<file path="src/rtl/uart_sram_tx_interface_pkg.sv">
// -----------------------------------------------------------------------------
// uart_sram_tx_interface_pkg
// Shared definitions for the SRAM-to-UART transmit path: FSM state encoding,
// SRAM read latency, UART frame length and the running-checksum helper.
// -----------------------------------------------------------------------------
package uart_sram_tx_interface_pkg;

  localparam int TX_SRAM_READ_LATENCY = 2;
  localparam int UART_FRAME_BITS      = 10;
  localparam int TX_ADDR_W            = 18;
  localparam int TX_DATA_W            = 16;

  typedef enum logic [2:0] {
    S_TX_IDLE    = 3'd0,
    S_TX_ISSUE   = 3'd1,
    S_TX_WAIT1   = 3'd2,
    S_TX_WAIT2   = 3'd3,
    S_TX_SEND_HI = 3'd4,
    S_TX_SEND_LO = 3'd5,
    S_TX_CHK     = 3'd6,
    S_TX_DONE    = 3'd7
  } tx_state_type;

  // Running byte sum, modulo 256.
  function automatic logic [7:0] checksum_add(input logic [7:0] sum, input logic [7:0] data);
    return sum + data;
  endfunction

endpackage

</file>
<file path="src/rtl/uart_sram_tx_interface_if.sv">
// -----------------------------------------------------------------------------
// uart_sram_tx_interface_if
// Bundles the host handshake, the SRAM read port and the UART line of the
// SRAM-to-UART transmitter.
//   start          host -> tx   one-cycle start pulse
//   start_address  host -> tx   first SRAM word address
//   word_count     host -> tx   number of 16-bit words to send
//   sram_address   tx -> sram   read address
//   sram_read_data sram -> tx   read data, valid 2 cycles after the address
//   sram_we_n      tx -> sram   write enable (active low, always 1)
//   uart_tx        tx -> host   serial line, idles high
//   busy / done    tx -> host   status
// Modports: master = host/SRAM side, slave = transmitter.
// -----------------------------------------------------------------------------
interface uart_sram_tx_interface_if;

  logic        start;
  logic [17:0] start_address;
  logic [17:0] word_count;
  logic [17:0] sram_address;
  logic [15:0] sram_read_data;
  logic        sram_we_n;
  logic        uart_tx;
  logic        busy;
  logic        done;

  modport master (
    output start, start_address, word_count, sram_read_data,
    input  sram_address, sram_we_n, uart_tx, busy, done
  );

  modport slave (
    input  start, start_address, word_count, sram_read_data,
    output sram_address, sram_we_n, uart_tx, busy, done
  );

endinterface

</file>
<file path="src/rtl/uart_sram_tx_interface_uart_tx_byte.sv">
// -----------------------------------------------------------------------------
// uart_tx_byte
// 8N1 byte serializer. Each bit lasts BAUD_DIVISOR clocks.
//   clk_i    system clock
//   rst_i    synchronous active-high reset
//   load_i   start a new frame with byte_i (start bit appears next cycle)
//   byte_i   byte to send, LSB first
//   tx_o     registered serial line, idles high
//   ready_o  high on the last clock of the stop bit, so a load in that
//            cycle continues with no idle gap
// -----------------------------------------------------------------------------
module uart_tx_byte
  import uart_sram_tx_interface_pkg::*;
#(
  parameter int BAUD_DIVISOR = 434
) (
  input  logic       clk_i,
  input  logic       rst_i,
  input  logic       load_i,
  input  logic [7:0] byte_i,
  output logic       tx_o,
  output logic       ready_o
);

  localparam int              BW        = (BAUD_DIVISOR > 1) ? $clog2(BAUD_DIVISOR) : 1;
  localparam logic [BW-1:0]   BAUD_LAST = BW'(BAUD_DIVISOR - 1);
  localparam logic [3:0]      BIT_LAST  = 4'(UART_FRAME_BITS - 1);

  logic          active_q, active_d;
  logic          tx_q, tx_d;
  logic          ready_q, ready_d;
  logic [8:0]    shift_q, shift_d;   // remaining data bits plus stop bit
  logic [BW-1:0] baud_q, baud_d;
  logic [3:0]    bit_q, bit_d;       // 0 = start bit ... 9 = stop bit

  // Next-state logic for the bit/baud counters and the line.
  always_comb begin
    active_d = active_q;
    tx_d     = tx_q;
    shift_d  = shift_q;
    baud_d   = baud_q;
    bit_d    = bit_q;
    if (load_i) begin
      active_d = 1'b1;
      tx_d     = 1'b0;
      shift_d  = {1'b1, byte_i};
      baud_d   = '0;
      bit_d    = 4'd0;
    end else if (active_q) begin
      if (baud_q == BAUD_LAST) begin
        baud_d = '0;
        if (bit_q == BIT_LAST) begin
          active_d = 1'b0;
          tx_d     = 1'b1;
        end else begin
          bit_d   = bit_q + 4'd1;
          tx_d    = shift_q[0];
          shift_d = {1'b1, shift_q[8:1]};
        end
      end else begin
        baud_d = baud_q + {{(BW-1){1'b0}}, 1'b1};
      end
    end else begin
      tx_d = 1'b1;
    end
    // Registered ready lands on the final clock of the stop bit.
    ready_d = active_d && (baud_d == BAUD_LAST) && (bit_d == BIT_LAST);
  end

  // Serializer state registers.
  always_ff @(posedge clk_i) begin
    if (rst_i) begin
      active_q <= 1'b0;
      tx_q     <= 1'b1;
      ready_q  <= 1'b0;
      shift_q  <= 9'h1FF;
      baud_q   <= '0;
      bit_q    <= 4'd0;
    end else begin
      active_q <= active_d;
      tx_q     <= tx_d;
      ready_q  <= ready_d;
      shift_q  <= shift_d;
      baud_q   <= baud_d;
      bit_q    <= bit_d;
    end
  end

  assign tx_o    = tx_q;
  assign ready_o = ready_q;

endmodule

</file>
<file path="src/rtl/uart_sram_tx_interface.sv">
// -----------------------------------------------------------------------------
// uart_sram_tx_interface
// Reads word_count 16-bit words from SRAM starting at start_address and sends
// each as two 8N1 frames, high byte first. The next word is prefetched while
// the current low byte is on the line, so frames are back-to-back.
//   clk_i  system clock
//   rst_i  synchronous active-high reset
//   bus    uart_sram_tx_interface_if.slave (handshake, SRAM port, UART line)
// Optional build macro TX_CHECKSUM_EN: append one frame holding the mod-256
// sum of all bytes sent (a single 0x00 frame when word_count is zero).
// -----------------------------------------------------------------------------
module uart_sram_tx_interface
  import uart_sram_tx_interface_pkg::*;
#(
  parameter int BAUD_DIVISOR = 434
) (
  input  logic                     clk_i,
  input  logic                     rst_i,
  uart_sram_tx_interface_if.slave  bus
);

`ifdef TX_CHECKSUM_EN
  localparam tx_state_type S_AFTER_LAST = S_TX_CHK;
`else
  localparam tx_state_type S_AFTER_LAST = S_TX_DONE;
`endif

  tx_state_type state_q, state_d;

  logic [17:0] addr_q, addr_d;
  logic [17:0] left_q, left_d;       // words whose low byte is not yet loaded
  logic [15:0] word_q, word_d;
  logic [TX_SRAM_READ_LATENCY:0] rd_pipe_q, rd_pipe_d;
  logic        busy_q, busy_d;
  logic        done_q, done_d;
`ifdef TX_CHECKSUM_EN
  logic [7:0]  sum_q, sum_d;
`endif

  logic        load_s;
  logic [7:0]  load_byte_s;
  logic        accept_s;
  logic        capture_s;
  logic        issue_s;
  logic        dec_s;
  logic        tx_s;
  logic        ready_s;

  uart_tx_byte #(
    .BAUD_DIVISOR (BAUD_DIVISOR)
  ) u_tx_byte (
    .clk_i   (clk_i),
    .rst_i   (rst_i),
    .load_i  (load_s),
    .byte_i  (load_byte_s),
    .tx_o    (tx_s),
    .ready_o (ready_s)
  );

  // FSM state register.
  always_ff @(posedge clk_i) begin
    if (rst_i) begin
      state_q <= S_TX_IDLE;
    end else begin
      state_q <= state_d;
    end
  end

  // FSM next-state logic.
  always_comb begin
    state_d = state_q;
    case (state_q)
      S_TX_IDLE: begin
        if (bus.start) begin
          if (bus.word_count == 18'd0) begin
            state_d = S_AFTER_LAST;
          end else begin
            state_d = S_TX_ISSUE;
          end
        end else begin
          state_d = S_TX_IDLE;
        end
      end
      S_TX_ISSUE: state_d = S_TX_WAIT1;
      S_TX_WAIT1: state_d = S_TX_WAIT2;
      S_TX_WAIT2: state_d = S_TX_SEND_HI;
      S_TX_SEND_HI: begin
        if (ready_s) begin
          state_d = S_TX_SEND_LO;
        end else begin
          state_d = S_TX_SEND_HI;
        end
      end
      S_TX_SEND_LO: begin
        if (ready_s) begin
          if (left_q != 18'd0) begin
            state_d = S_TX_SEND_HI;
          end else begin
            state_d = S_AFTER_LAST;
          end
        end else begin
          state_d = S_TX_SEND_LO;
        end
      end
      S_TX_CHK: begin
        if (ready_s) begin
          state_d = S_TX_DONE;
        end else begin
          state_d = S_TX_CHK;
        end
      end
      S_TX_DONE: state_d = S_TX_IDLE;
      default:   state_d = S_TX_IDLE;
    endcase
  end

  // FSM output strobes: serializer loads, SRAM reads, counter updates.
  always_comb begin
    load_s      = 1'b0;
    load_byte_s = 8'h00;
    accept_s    = 1'b0;
    capture_s   = 1'b0;
    issue_s     = 1'b0;
    dec_s       = 1'b0;
    case (state_q)
      S_TX_IDLE: begin
        accept_s = bus.start;
`ifdef TX_CHECKSUM_EN
        // An empty dump still emits the (zero) checksum frame.
        if (bus.start && (bus.word_count == 18'd0)) begin
          load_s = 1'b1;
        end else begin
          load_s = 1'b0;
        end
`endif
      end
      S_TX_WAIT2: begin
        // First word goes straight from the SRAM bus into the serializer.
        capture_s   = 1'b1;
        load_s      = 1'b1;
        load_byte_s = bus.sram_read_data[15:8];
      end
      S_TX_SEND_HI: begin
        if (ready_s) begin
          load_s      = 1'b1;
          load_byte_s = word_q[7:0];
          dec_s       = 1'b1;
          // Low byte is now held by the serializer, so word_q is free for
          // the prefetch of the next word.
          issue_s     = (left_q != 18'd1);
        end else begin
          load_s = 1'b0;
        end
      end
      S_TX_SEND_LO: begin
        if (ready_s && (left_q != 18'd0)) begin
          load_s      = 1'b1;
          load_byte_s = word_q[15:8];
`ifdef TX_CHECKSUM_EN
        end else if (ready_s) begin
          load_s      = 1'b1;
          load_byte_s = sum_q;
`endif
        end else begin
          load_s = 1'b0;
        end
      end
      default: begin
        load_s = 1'b0;
      end
    endcase
  end

  // Datapath next-state: address, word counter, word register, read pipe.
  always_comb begin
    addr_d    = addr_q;
    left_d    = left_q;
    word_d    = word_q;
    rd_pipe_d = {rd_pipe_q[TX_SRAM_READ_LATENCY-1:0], issue_s};
    if (accept_s) begin
      addr_d = bus.start_address;
      left_d = bus.word_count;
    end else if (issue_s) begin
      addr_d = addr_q + 18'd1;   // wraps 3FFFF -> 0
    end else begin
      addr_d = addr_q;
    end
    if (dec_s) begin
      left_d = left_q - 18'd1;
    end else begin
      left_d = left_d;
    end
    // rd_pipe_q MSB marks the cycle the prefetched data is valid.
    if (capture_s || rd_pipe_q[TX_SRAM_READ_LATENCY]) begin
      word_d = bus.sram_read_data;
    end else begin
      word_d = word_q;
    end
    busy_d = (state_d != S_TX_IDLE);
    done_d = (state_d == S_TX_DONE);
  end

`ifdef TX_CHECKSUM_EN
  // Checksum accumulates every data byte handed to the serializer.
  always_comb begin
    sum_d = sum_q;
    if (accept_s) begin
      sum_d = 8'h00;
    end else if (load_s && ((state_q == S_TX_WAIT2) || (state_q == S_TX_SEND_HI) ||
                            ((state_q == S_TX_SEND_LO) && (left_q != 18'd0)))) begin
      sum_d = checksum_add(sum_q, load_byte_s);
    end else begin
      sum_d = sum_q;
    end
  end

  // Checksum register.
  always_ff @(posedge clk_i) begin
    if (rst_i) begin
      sum_q <= 8'h00;
    end else begin
      sum_q <= sum_d;
    end
  end
`endif

  // Datapath and status registers.
  always_ff @(posedge clk_i) begin
    if (rst_i) begin
      addr_q    <= 18'd0;
      left_q    <= 18'd0;
      word_q    <= 16'h0000;
      rd_pipe_q <= '0;
      busy_q    <= 1'b0;
      done_q    <= 1'b0;
    end else begin
      addr_q    <= addr_d;
      left_q    <= left_d;
      word_q    <= word_d;
      rd_pipe_q <= rd_pipe_d;
      busy_q    <= busy_d;
      done_q    <= done_d;
    end
  end

  assign bus.sram_address = addr_q;
  assign bus.sram_we_n    = 1'b1;
  assign bus.uart_tx      = tx_s;
  assign bus.busy         = busy_q;
  assign bus.done         = done_q;

endmodule

</file>
<file path="src/flat_wrapper.sv">
// flat-port wrapper written by rule: the top's interface ports become plain ports
module uart_sram_tx_interface_flat import uart_sram_tx_interface_pkg::*;
#(
  parameter int BAUD_DIVISOR = 434
)
  (clk_i, rst_i, bus_start, bus_start_address, bus_word_count, bus_sram_read_data, bus_sram_address, bus_sram_we_n, bus_uart_tx, bus_busy, bus_done);
  uart_sram_tx_interface_if bus_i ();
  input  logic clk_i;
  input  logic rst_i;
  input wire logic [$bits(bus_i.start)-1:0] bus_start;
  input wire logic [$bits(bus_i.start_address)-1:0] bus_start_address;
  input wire logic [$bits(bus_i.word_count)-1:0] bus_word_count;
  input wire logic [$bits(bus_i.sram_read_data)-1:0] bus_sram_read_data;
  output wire logic [$bits(bus_i.sram_address)-1:0] bus_sram_address;
  output wire logic [$bits(bus_i.sram_we_n)-1:0] bus_sram_we_n;
  output wire logic [$bits(bus_i.uart_tx)-1:0] bus_uart_tx;
  output wire logic [$bits(bus_i.busy)-1:0] bus_busy;
  output wire logic [$bits(bus_i.done)-1:0] bus_done;
  assign bus_i.start = bus_start;
  assign bus_i.start_address = bus_start_address;
  assign bus_i.word_count = bus_word_count;
  assign bus_i.sram_read_data = bus_sram_read_data;
  assign bus_sram_address = bus_i.sram_address;
  assign bus_sram_we_n = bus_i.sram_we_n;
  assign bus_uart_tx = bus_i.uart_tx;
  assign bus_busy = bus_i.busy;
  assign bus_done = bus_i.done;
  uart_sram_tx_interface #(.BAUD_DIVISOR(BAUD_DIVISOR)) u_core (.clk_i(clk_i), .rst_i(rst_i), .bus(bus_i));
endmodule
</file>
<file path="config.mk">
export PLATFORM = sky130hd
export DESIGN_NAME = uart_sram_tx_interface_flat
export DESIGN_NICKNAME = d
export VERILOG_FILES = /design/src/rtl/uart_sram_tx_interface_pkg.sv /design/src/rtl/uart_sram_tx_interface_if.sv /design/src/rtl/uart_sram_tx_interface_uart_tx_byte.sv /design/src/rtl/uart_sram_tx_interface.sv /design/src/flat_wrapper.sv
export SDC_FILE = /design/constraint.sdc
export NUM_CORES = 1
export LEC_CHECK = 0
export CELL_PAD_IN_SITES_DETAIL_PLACEMENT = 1
export CELL_PAD_IN_SITES_GLOBAL_PLACEMENT = 1
export CORE_ASPECT_RATIO = 1.5
export CORE_MARGIN = 2
export CORE_UTILIZATION = 43
export CTS_CLUSTER_DIAMETER = 150
export DETAILED_ROUTE_END_ITERATION = 10
export PLACE_DENSITY = 0.93
export SLEW_MARGIN = 10
export SYNTH_ARGS = -nofsm -noshare
export SYNTH_HDL_FRONTEND = slang
export SYNTH_HIERARCHICAL = 1
export SYNTH_SLANG_ARGS = --single-unit
</file>
<file path="constraint.sdc">
create_clock -name clk_i -period 6.6 [get_ports clk_i]
set_input_delay 1.32 -clock clk_i [delete_from_list [all_inputs] [get_ports clk_i]]
set_output_delay 1.32 -clock clk_i [all_outputs]
set_load 0.1 [all_outputs]
</file>
* Yosys cells after proc, flatten, opt, wreduce, memory -nomap -nowiden
Index checks and enable logic that the tools add are counted.
Widths: inputs -> output; s select.
** Storage, ports and cells
- Register bits after elaboration :: 84
- Input port bits :: 55
- Output and inout port bits :: 22
** Cells by class
- Add/subtract/negate cells :: 4
- Equal/unequal tests :: 15
- Muxes and demuxes :: 41
- Reductions and logical operators :: 13
** Operators with widths (count)
- $mux 18 :: 4
- $mux 8 :: 6
- $mux 9 :: 3
- $pmux 3 s8 :: 1
- $pmux 8 s3 :: 1
- $add 18x1->18 const B :: 1
- $eq 9x9->1 const B :: 2
- $logic_not 18->1 :: 1
- $ne 18x1->1 const B :: 1
- $reduce_bool 18->1 :: 1
- $sub 18x1->18 const B :: 1
- $mux 1 :: 17
- $mux 4 :: 4
- $eq 3x3->1 const B :: 5
- $add 9x1->9 const B :: 1
- $eq 4x4->1 const B :: 2
- $reduce_bool 2->1 :: 4
- $eq 3x2->1 const B :: 2
- $mux 3 :: 2
- $add 4x1->4 const B :: 1
- $mux 2 :: 2
- $eq 3x1->1 const B :: 1
- $logic_and 1x1->1 :: 3
- $logic_not 3->1 :: 1
- other kinds (6) :: 6

* Logic depth before layout (Yosys ltp)
- Word-level depth :: 8
- Gate-level depth with buffers :: 9
- Gate-level depth less buffers :: 9

* Modules after synthesis
The synthesis kept the hierarchy.
** Modules (own cells, without submodules)
- uart_sram_tx_interface :: instances 1, cells each 412, area each 3243.1 um^2, seq. area each 1201.2 um^2
- uart_tx_byte :: instances 1, cells each 160, area each 1401.3 um^2, seq. area each 480.5 um^2

* Worst setup path after synthesis
Ideal clock, no wire load.
- Path kind :: flip-flop to flip-flop
- Start :: reg u_core.left_q[8]
- End :: reg u_core.u_tx_byte.ready_q, in the netlist u_core/u_tx_byte/ready_o
- Setup time :: 103 ps
- Arrival time :: 3298 ps
- Required time :: 6497 ps
- Setup slack :: 3199 ps
- Cell stages (with the launch flop) :: 10
- Buffers on the path :: 1
- Period minus slack after synthesis :: 3401 ps
- Cells stage by stage :: dfxtp_1 -> or4_1 -> buf_2 -> nor4_2 -> a311oi_1 -> or3_1 -> or2_2 -> a2111oi_4 -> o211ai_1 -> a2111oi_2
** On the way
- Longest elaborated chain between the ends :: 8
** Ends and longest elaborated chain
- from (decl) :: RTL line uart_sram_tx_interface.sv:31 : logic [17:0] left_q, left_d;
- from (signal assigned) :: RTL line uart_sram_tx_interface.sv:238 : left_q <= left_d;
- $reduce_bool 18->1 * :: RTL line uart_sram_tx_interface.sv:156 : if (ready_s && (left_q != 18'd0)) begin
- $logic_and 1x1->1 * :: RTL line uart_sram_tx_interface.sv:156
- $mux 1 * :: RTL line uart_sram_tx_interface.sv:156
- $pmux 1 s3 * :: RTL line uart_sram_tx_interface.sv:125 : case (state_q)
- named net u_core.load_s :: RTL line uart_sram_tx_interface.sv:40 : logic load_s;
- $mux 9 :: RTL line uart_sram_tx_interface_uart_tx_byte.sv:43 : if (load_i) begin
- $eq 9x9->1 :: RTL line uart_sram_tx_interface_uart_tx_byte.sv:67 : ready_d = active_d && (baud_d == BAUD_LAST) && (bit_d == BIT_LAST);
- $logic_and 1x1->1 :: RTL line uart_sram_tx_interface_uart_tx_byte.sv:67
- $logic_and 1x1->1 * :: RTL line uart_sram_tx_interface_uart_tx_byte.sv:67
- to (signal assigned) :: RTL line uart_sram_tx_interface_uart_tx_byte.sv:82 : ready_q <= ready_d;
- to (decl) :: RTL line uart_sram_tx_interface_uart_tx_byte.sv:31 : logic ready_q, ready_d;
The timed path passes the listed nets; every way through them passes the cells marked *.
A chain may end at the register's enable or synchronous reset.

* Worst setup path in the final report
Same ends and word-level chain as after synthesis.

==> results.sh <==
export IMPL_nNetsFinal=683
export IMPL_rr_worst_depth=9
export IMPL_drt_total_wl_um=15800
export IMPL_synth_cells=572
export IMPL_hold_path_startpoint="u_core/rd_pipe_q[0]"
export IMPL_syn_area_mm2=0.00464
export IMPL_timing_setup_tns_ns=0
export IMPL_synthTopCellsByArea="dfxtp_1, nand2_1, nor2_1"
export IMPL_ir_drop_uv=122
export IMPL_cts_setup_buffers=0
export IMPL_grt_pass1_vias=5189
export IMPL_min_to="u_core/rd_pipe_q[1]"
export IMPL_slowest_delay_ns=0.77
export IMPL_critPathTopFamily="simple AND/OR/NAND/NOR gates"
export IMPL_p_per_area_mw_per_mm2=255
export IMPL_clock_sinks=84
export IMPL_max_cap_violations=0
export IMPL_synth_top_area_share_pct=36.2
export IMPL_finalSetupViolCount=0
export IMPL_die_h_um=131
export IMPL_io_pins=77
export IMPL_critPathRequiredTime_ns=6.83
export IMPL_drv_slew=0
export IMPL_clk_latency_ns=0.34
export IMPL_synth_edf_count=0
export IMPL_gr_total_overflow=0
export IMPL_worstSetupEndpointType="register"
export IMPL_post_route_period_util_pct=63.6
export IMPL_layout_drive_gt1_share_pct=6.40
export IMPL_root_buffer="clkbuf_16"
export IMPL_ys_seq_area_share_pct=36.2
export IMPL_fmax_mhz=238
export IMPL_area_growth_syn_to_layout_pct=22.7
export IMPL_synth_common_cells="dfxtp_1, nand2_1, nor2_1"
export IMPL_syn_nets=634
export IMPL_crit_arrival_ns=4.43
export IMPL_synth_largest_area_cell="dfxtp_1"
export IMPL_fin_skew_ns=0.00756
export IMPL_rows=46
export IMPL_syn_avg_cell_area_um2=8.12
export IMPL_grt_max_degree=62
export IMPL_dieArea_mm2=0.0117
export IMPL_post_route_worst_setup_slack_ns=2.40
export IMPL_holdWs_ns=0.453
export IMPL_worstSetupPathDepth=9
export IMPL_power_leakage_nw=1.96
export IMPL_cts_buffers=9
export IMPL_initialDrtViolationCount=281
export IMPL_cp_num_buf_inv=1
export IMPL_ant_nets=0
export IMPL_critical_path_class="reg -> reg"
export IMPL_grt_pass1_wl_um=25700
export IMPL_coreArea_mm2=0.0105
export IMPL_cts_reportedPaths_clkPinSlew_ns=0.06
export IMPL_worst_pin_slew_ns=1.02
export IMPL_async_reset_ff_share_pct=0
export IMPL_synth_flop_cell="dfxtp_1"
export IMPL_r2r_end="u_core/u_tx_byte/ready_o"
export IMPL_ys_ff_latch=84
export IMPL_yosys_warnings=6
export IMPL_yosysMostFrequentCell="dfxtp_1"
export IMPL_r2r_slack_ns=2.40
export IMPL_r2r_start="u_core/left_q[8]"
export IMPL_holdPathStages=1
export IMPL_min_period_ns=4.20
export IMPL_vias_per_cell=6.33
export IMPL_worst_setup_path_start_kind="register"
export IMPL_holdCritPathClass="reg -> reg"
export IMPL_drt_pass1_iterations=5
export IMPL_slew_headroom_pct=31.4
export IMPL_hpwl_um=10600
export IMPL_cp_cell_sequence="or4_1 > nor4_2 > a311oi_1 > buf_4 > or3_1 > or2_2 > a2111oi_4 > o211ai_1 > a2111oi_2"
export IMPL_vias=4868
export IMPL_place_ws_ns=2.58
export IMPL_diodes=0
export IMPL_globalplace_congestion=0.862
export IMPL_critPathSlowestCell="nor4_2"
export IMPL_grt_usage_pct=27.9
export IMPL_antenna_found_initial=0
export IMPL_synth_distinct_cells=69
export IMPL_initial_core_util_pct=44.1
export IMPL_drc=0
export IMPL_cts_tree="built"
export IMPL_wire_per_inst_um=20.5
export IMPL_cts_buffer_depth=2
export IMPL_cts_resized=0
export IMPL_h_tree_depth=3
export IMPL_portBuffers=75
export IMPL_hold_buffers=0
export IMPL_worstPathMaxFanout=12
export IMPL_hold_violations=0
export IMPL_rsz0062_at_grt="false"
export IMPL_status="completed"
export IMPL_die_width_um=88.9
## cells in the final DEF (no fill, tap or decap), drive strengths merged, types with 9 or more instances in the layout
master,instances
a211oi,16
a21oi,36
a222oi,10
a311oi,12
a31oi,10
a41oi,9
clkbuf,10
clkdlybuf4s50,74
dfxtp,84
inv,29
nand2,62
nand3,17
nor2,56
nor3,9
nor4,9
o21ai,31
or3,13
or4,12
xnor2,11
## power by group
group	total (mW)	internal, mW	leakage [nW]	switching (mW)
Combinational	0.370	0.118	1.15	0.251
Clock	0.504	0.293	0.131	0.211
Sequential	0.582	0.539	0.685	0.0431
## per-stage QoR
step	area, um^2	utilization, %	total power [mW]	instances
final	5700	54.1	1.46	769
after detailed placement	5410	51.3	0.949	754
after global placement	5410	51.3	0.935	754
after global routing	5700	54.1	1.51	769
after floorplan	4640	-	0.836	572
after CTS	5700	54.1	1.46	769
## logic make-up (layout without fill, tap and decap cells)
family	after synthesis	after routing	synth area share, %
XOR/XNOR	16	16	3.02
buffers and inverters	71	124	7.17
multiplexers	4	4	0.862
adder cells (fa/ha/maj)	7	7	1.89
AO/OA/AOI/OAI	159	159	24.7
AND/OR/NAND/NOR	230	230	26.1
flip-flops	84	84	36.2
other	1	1	0.0807
## worst max-delay path by stage
| stage | start | endpoint |
|---|---|---|
| floorplan | u_core/left_q[8] | u_core/u_tx_byte/ready_o |
| finish | u_core/left_q[8] | u_core/u_tx_byte/ready_o |
| detailed placement | u_core/left_q[8] | u_core/u_tx_byte/ready_o |
| CTS | u_core/left_q[8] | u_core/u_tx_byte/ready_o |
| global route | u_core/left_q[8] | u_core/u_tx_byte/ready_o |
| global placement | u_core/left_q[8] | u_core/u_tx_byte/ready_o |
## state kept, by name, summed over array words and instances (netlist names)
| register | count |
|---|---|
| u_core/state_q | 3 |
| u_core/u_tx_byte/tx_o | 1 |
| u_core/bus.done | 1 |
| u_core/left_q | 18 |
| u_core/u_tx_byte/bit_q | 4 |
| u_core/bus.busy | 1 |
| u_core/u_tx_byte/active_q | 1 |
| u_core/u_tx_byte/ready_o | 1 |
| u_core/u_tx_byte/baud_q | 9 |
| u_core/word_q | 16 |
| u_core/bus.sram_address | 18 |
| u_core/rd_pipe_q | 3 |
| u_core/u_tx_byte/shift_q | 8 |
## layer usage
| layer | wire length (um) | track usage, % | vias to the layer above |
|---|---|---|---|
| li1 | - | - | 2226 |
| met1 | 5740 | 30.1 | 2389 |
| met2 | 8550 | 50.0 | 193 |
| met3 | 770 | 4.65 | 60 |
| met4 | 692 | 14.3 | 0 |
| met5 | 0 | 0 | - |
## cell type report
cell class	count	area (um^2)
Fill cell	1266	4830
Multi-Input combinational cell	417	2650
Sequential cell	84	1680
Timing Repair Buffer	80	783
Clock buffer	10	229
Tap cell	144	180
Inverter	29	109
Clock inverter	5	61.3
Power figures use the tool's default switching activity.
